$ cat src/rtl/pipeline_hazard_ctrl.sv
// Hazard controller for a 5-stage pipeline: forwarding selects, load-use stall,
// branch flush and memory-wait freeze, with saturating stall/flush event counters.
//
// state   | meaning
// RUN     | normal issue; forwarding, load-use stall and branch flush are active
// LDSTALL | single bubble cycle after a load-use stall; load-use is ignored
// MEMWAIT | data memory busy; every stage frozen, forwarding held, branches deferred
module pipeline_hazard_ctrl #(
  parameter int CNT_W = 16
) (
  input  logic             clk,
  input  logic             reset,
  input  logic [4:0]       ifid_rs,
  input  logic [4:0]       ifid_rt,
  input  logic [4:0]       idex_rs,
  input  logic [4:0]       idex_rt,
  input  logic             idex_memread,
  input  logic [4:0]       exmem_rd,
  input  logic [4:0]       memwb_rd,
  input  logic             exmem_regwrite,
  input  logic             memwb_regwrite,
  input  logic             branch_taken,
  input  logic             mem_busy,
  output logic [1:0]       forwardA,
  output logic [1:0]       forwardB,
  output logic             pc_write,
  output logic             ifid_write,
  output logic             idex_write,
  output logic             exmem_write,
  output logic             ifid_flush,
  output logic             idex_flush,
  output logic [1:0]       state,
  output logic [CNT_W-1:0] stall_cnt,
  output logic [CNT_W-1:0] flush_cnt
);

  typedef enum logic [1:0] {
    RUN     = 2'b00,
    LDSTALL = 2'b01,
    MEMWAIT = 2'b10
  } state_t;

  state_t     st_q;
  logic       pending_q;
  logic [1:0] hold_a_q, hold_b_q;
  logic [1:0] fwd_a, fwd_b;
  logic       luh, in_memwait, do_flush, do_stall;

  always_comb begin
    fwd_a = 2'b00;
    if (exmem_regwrite && exmem_rd != 5'd0 && exmem_rd == idex_rs)
      fwd_a = 2'b10;
    else if (memwb_regwrite && memwb_rd != 5'd0 && memwb_rd == idex_rs)
      fwd_a = 2'b01;
    fwd_b = 2'b00;
    if (exmem_regwrite && exmem_rd != 5'd0 && exmem_rd == idex_rt)
      fwd_b = 2'b10;
    else if (memwb_regwrite && memwb_rd != 5'd0 && memwb_rd == idex_rt)
      fwd_b = 2'b01;
  end

  assign luh        = idex_memread && idex_rt != 5'd0 &&
                      (idex_rt == ifid_rs || idex_rt == ifid_rt);
  assign in_memwait = (st_q == MEMWAIT);
  // A deferred branch only exists in the first RUN cycle after MEMWAIT.
  assign do_flush   = !in_memwait && !mem_busy && (branch_taken || pending_q);
  assign do_stall   = (st_q == RUN) && !mem_busy && !do_flush && luh;

  always_comb begin
    pc_write    = 1'b1;
    ifid_write  = 1'b1;
    idex_write  = 1'b1;
    exmem_write = 1'b1;
    ifid_flush  = 1'b0;
    idex_flush  = 1'b0;
    if (in_memwait) begin
      pc_write    = 1'b0;
      ifid_write  = 1'b0;
      idex_write  = 1'b0;
      exmem_write = 1'b0;
    end else if (do_flush) begin
      ifid_flush = 1'b1;
      idex_flush = 1'b1;
    end else if (do_stall) begin
      pc_write   = 1'b0;
      ifid_write = 1'b0;
      idex_flush = 1'b1;
    end
  end

  assign forwardA = in_memwait ? hold_a_q : fwd_a;
  assign forwardB = in_memwait ? hold_b_q : fwd_b;
  assign state    = st_q;

  always_ff @(posedge clk or posedge reset) begin
    if (reset) begin
      st_q      <= RUN;
      pending_q <= 1'b0;
      hold_a_q  <= 2'b00;
      hold_b_q  <= 2'b00;
      stall_cnt <= '0;
      flush_cnt <= '0;
    end else begin
      if (mem_busy)
        st_q <= MEMWAIT;
      else if (do_stall)
        st_q <= LDSTALL;
      else
        st_q <= RUN;

      if (do_flush)
        pending_q <= 1'b0;
      else if (branch_taken && (mem_busy || in_memwait))
        pending_q <= 1'b1;

      // Operand selects are frozen at the moment the pipeline stops.
      if (!in_memwait && mem_busy) begin
        hold_a_q <= fwd_a;
        hold_b_q <= fwd_b;
      end

      if (do_stall && stall_cnt != '1)
        stall_cnt <= stall_cnt + CNT_W'(1);
      if (do_flush && flush_cnt != '1)
        flush_cnt <= flush_cnt + CNT_W'(1);
    end
  end

endmodule

$ cat config.mk
export PLATFORM = sky130hd
export DESIGN_NAME = pipeline_hazard_ctrl
export DESIGN_NICKNAME = d
export VERILOG_FILES = /design/src/rtl/pipeline_hazard_ctrl.sv
export SDC_FILE = /design/constraint.sdc
export NUM_CORES = 1
export LEC_CHECK = 0
export CAP_MARGIN = 40
export CORE_ASPECT_RATIO = 0.8
export CORE_MARGIN = 1.5
export CORE_UTILIZATION = 46
export DETAILED_ROUTE_END_ITERATION = 10
export GPL_TIMING_DRIVEN = 0
export PLACE_DENSITY = 0.9
export SETUP_SLACK_MARGIN = 0.02
export SLEW_MARGIN = 10
export SYNTH_ARGS = -nofsm -noshare
export SYNTH_HDL_FRONTEND = slang
export SYNTH_SLANG_ARGS = --single-unit
$ cat constraint.sdc
create_clock -name clk -period 3.1 [get_ports clk]
set_clock_uncertainty 0.15 [all_clocks]
set_input_delay 0.62 -clock clk [delete_from_list [all_inputs] [get_ports clk]]
set_output_delay 0.62 -clock clk [all_outputs]
set_load 0.05 [all_outputs]
Yosys cells after proc, flatten, opt, wreduce, memory -nomap -nowiden
Cells that the tools add are included.

word-level totals
  register bits after elaboration = 39
  input port bits = 37
  output and inout port bits = 44

cells by class
  add/subtract/negate cells = 2
  equality and inequality tests = 9
  muxes and demuxes = 19
  reductions and logical operators = 28

operators with widths
  cell                     number
  $add A16 B1 Y16 const B  2
  $ne A16 B16 Y1 const B   2
  $eq A5 B5 Y1             6
  $logic_and A1 B1 Y1      17
  $reduce_bool A5 Y1       3
  $mux W1                  14
  $mux W2                  5
  $logic_not A1 Y1         3
  $logic_or A1 B1 Y1       3
  $eq A2 B2 Y1 const B     1
  $logic_not A2 Y1         1
  $reduce_bool A2 Y1       1

Logic depth before layout (Yosys ltp)
  depth in word-level cells = 10
  depth in mapped cells = 7
  depth with buffers taken out = 6

Worst setup path after synthesis
Ideal clock, no wire load.

  path kind = input -> output
  start point = input idex_rt[1]
  end point = output pc_write
  data arrival time = 2.806 ns
  data required time = 2.330 ns
  path slack = -0.476 ns
  cell stages on the path = 6
  cell sequence = buf_2 -> or4_4 -> o21ai_4 -> nor2b_1 -> a21oi_1 -> buf_4

on the way
  cells in the longest elaborated chain, start to end = 7

ends and longest elaborated chain
  item                                                       RTL line  text
  from (decl)                                                16        input logic [4:0] idex_rt,
  $eq A5 B5 Y1 or $reduce_bool A5 Y1 (tied branches)         63, 62
  $logic_or A1 B1 Y1 or $logic_and A1 B1 Y1 (tied branches)  63, 62
  $logic_and A1 B1 Y1 (*)                                    62        assign luh = idex_memread && idex_rt != 5'd0 &&
  $logic_and A1 B1 Y1 (*)                                    67        assign do_stall = (st_q == RUN) && !mem_busy && !do_flush && luh;
  $mux W1 (*) (3 in a row)                                   n/a
  to (decl)                                                  26        output logic pc_write,

Mark *: on every way between the ends. The rest lies on a longest branch, timed or not.

Worst setup path in the final report
  start point = input memwb_rd[1]
  end point = output forwardA[0]

on the way
  cells in the longest elaborated chain, start to end = 6

ends and longest elaborated chain
  item                     RTL line  text
  from (decl)              19        input logic [4:0] memwb_rd,
  $reduce_bool A5 Y1       53        else if (memwb_regwrite && memwb_rd != 5'd0 && memwb_rd == idex_rs)
  $logic_and A1 B1 Y1      53
  $logic_and A1 B1 Y1 (*)  53
  $mux W1 (*)              53
  $mux W2 (*)              51        if (exmem_regwrite && exmem_rd != 5'd0 && exmem_rd == idex_rs)
  $mux W2 (*)              91        assign forwardA = in_memwait ? hold_a_q : fwd_a;
  to (decl)                24        output logic [1:0] forwardA,

Marked as above.

==> reports/metrics.cfg <==
[grt]
grt_max_degree=40
met1_usage=0.269
grt_pass1_wl_um=9490
grt_use_total=0.219
busiest_layer=met2
grt_antenna_before_repair=0
met2_usage=0.370
overflow=0
grt_pass1_vias=1979
grtUsageMet3=0.0644

[setup_path]
critical_path_buf_inv_count=2
critical_path_required_ns=2.33
critPathMaxFanout=3
cp_slowest_stage_delay_ns=0.57
path_class=in -> out
crit_chain=dlygate4sd2_1, or4_1, o21ai_2, or4_4, nor4_4, mux2_4, buf_8
cpMaxStageDelayCell=or4_1
timing.rr.start=stall_cnt[0]$_DFFE_PP0P_
crit_start=memwb_rd[1]
end_kind=primary output
crit_family=simple AND/OR/NAND/NOR gates
cp-start-kind=input port
critical_path_arrival_ns=2.32
r2r_setup_slack_ns=0.79

[job]
drv_cap=0

[logic_synthesis]
synthArstFlopShare=1.00
ys_top_cells_by_count=dfrtp_1, xnor2_1, xor2_1
syn_area_um2=2360
synth_warnings=0
synth.top_cell.area_share=0.414
synth-main-ff-cell=dfrtp_1
yosysSeqAreaShare=0.414
synth_cell_types=44
ys_top_cells_by_area=dfrtp_1, xnor2_1, xor2_1
synthCells=235
synth.ff_latch_count=39
synth_top_area_cell=dfrtp_1
synth_nets=274
synth_edf_count=0
avgSynthCellArea_um2=10.0

[clock_network]
cts_hold_buf=0
htreeDepth=2
cts_root_buf=clkbuf_8
cts_sinks=39
cts.path.max_buffers=2
clkLatencyLatePin_ns=0.29
clkTransAtPathRegs_ns=0.08
numCtsBuffers=5
cts_tree=done

[finish]
nets=359
drive_above_1_share=0.197
antennaDiodeCount=0
final_core_util=0.682
fill_cells=393
area_growth_pct=44.1

[detailed_routing]
ant_nets=0
drc=0
vias=2094
dr.pass1.iters=4
via_per_inst=5.48
wl_per_cell_um=16.0
drtIter0Drc=88
wirelength_um=6120

[die]
core_um2=4980
fp.dieArea_um2=5570
fp.dieW_um=83.0
start_util=0.473
rows=23
pin_count=81
die_h_um=67.0

[placement]
hpwl_um=4510
gp_congestion=0.914
port_buffers=75

[pwr]
intPower_mw=0.933
pwr-share-clk=0.230
p_sw_mw=0.574
p_leak_nw=1.41
power_mw=1.51
power_density_nw_per_um2=444
p_comb_frac=0.357
p_seq_frac=0.413
p_sw_frac=0.381
ir_drop_v=0.000413

[status]
status=finished, final reports clean

[sta]
fmax_mhz=323
hold_viol_final=0
worst_pin_slew_ns=0.817
worst_hold_slack_ns=0.353
rsz0062_at_grt=true
timing.setup.tns_ns=0
min_period_ns=3.09
finalMaxSlewViolations=0
maxSlewHeadroom=0.455
setup_viol=0
min_period_over_period=0.997

[worst_hold_path]
min-delay-start=stall_cnt[8]$_DFFE_PP0P_
hold_path.class=reg -> reg

## what timing repair did
item,in CTS,in global routing
gates cloned,0,0
hold endpoints to repair,0,0
resized for setup,78,17
setup endpoints to repair,8,5
buffers inserted,0,3
pin swaps,8,9
## flip-flops by register name, summed over array words and instances (netlist names)
name and count:
flush_cnt 16, hold_a_q 2, hold_b_q 2, pending_q 1, stall_cnt 16, state 2
## final cells by class
cell class / count / area (µm²) / area share
multi-input combinational: 183 / 1450 / 0.426
sequential: 39 / 976 / 0.287
timing repair buffer: 78 / 746 / 0.220
clock buffer: 6 / 82.6 / 0.0243
tap: 62 / 77.6 / 0.0228
buffer: 9 / 48.8 / 0.0144
inverter: 4 / 15.0 / 0.00442
clock inverter: 1 / 5.00 / 0.00147
## per-layer routing
| layer | share of wire | vias to the layer above | routed length (µm) |
|---|---|---|---|
| met5 | 0 | - | 0 |
| met4 | 0.017 | 0 | 102 |
| met3 | 0.047 | 11 | 286 |
| met2 | 0.50 | 70 | 3090 |
| met1 | 0.43 | 1012 | 2640 |
| li1 | - | 1001 | - |
## cell usage in the layout (no fill, tap or decap), drive strengths merged, types with 3 or more instances in the layout
cell and instances:
nor4 9, xnor2 39, nor3 3, and4 3, xor2 20, dlygate4sd2 8
clkdlybuf4s50 52, nor2 17, or4 6, inv 4, mux2 8, nand4 14
and3 6, nand3 20, o21ai 4, buf 17, clkbuf 12, dfrtp 39
nand2 17
## final timing paths
kind | end | depth (start not counted)
max in group asynchronous | stall_cnt[10]$_DFFE_PP0P_ | 2
max reg2reg | stall_cnt[1]$_DFFE_PP0P_ | 6
max | forwardA[0] | 7
min in group asynchronous | stall_cnt[6]$_DFFE_PP0P_ | 2
min | stall_cnt[8]$_DFFE_PP0P_ | 1
min reg2reg | stall_cnt[8]$_DFFE_PP0P_ | 1
## kinds of logic after synthesis
logic type      count (synthesis)  share of synthesized area
simple gates                  104                      0.258
flops                          39                      0.414
buf+inv                        13                     0.0260
mux                             8                     0.0382
compound gates                 10                     0.0334
fa+ha+maj                       2                     0.0106
xor+xnor                       59                      0.219
## power groups by stage
stage | combinational [mW] | clock, mW | sequential (mW)
6_report | 0.538 | 0.347 | 0.622
3_3_place_gp | 0.502 | 0 | 0.627
2_1_floorplan | 0.164 | 0 | 0.783
3_5_place_dp | 0.522 | 0 | 0.631
4_1_cts | 0.536 | 0.357 | 0.622
5_1_grt | 0.568 | 0.384 | 0.630
## through the flow
stage / std cells / worst slack, ns / cell area [µm²]
global placement: 372 / -1.04 / 3200
floorplan: 235 / 0.0247 / 2370
global route: 382 / -0.0245 / 3400
detailed placement: 372 / -1.10 / 3200
finish: 382 / 0.00777 / 3400
CTS: 379 / 0.0155 / 3370
No activity file was read; power rests on OpenSTA's default activity.
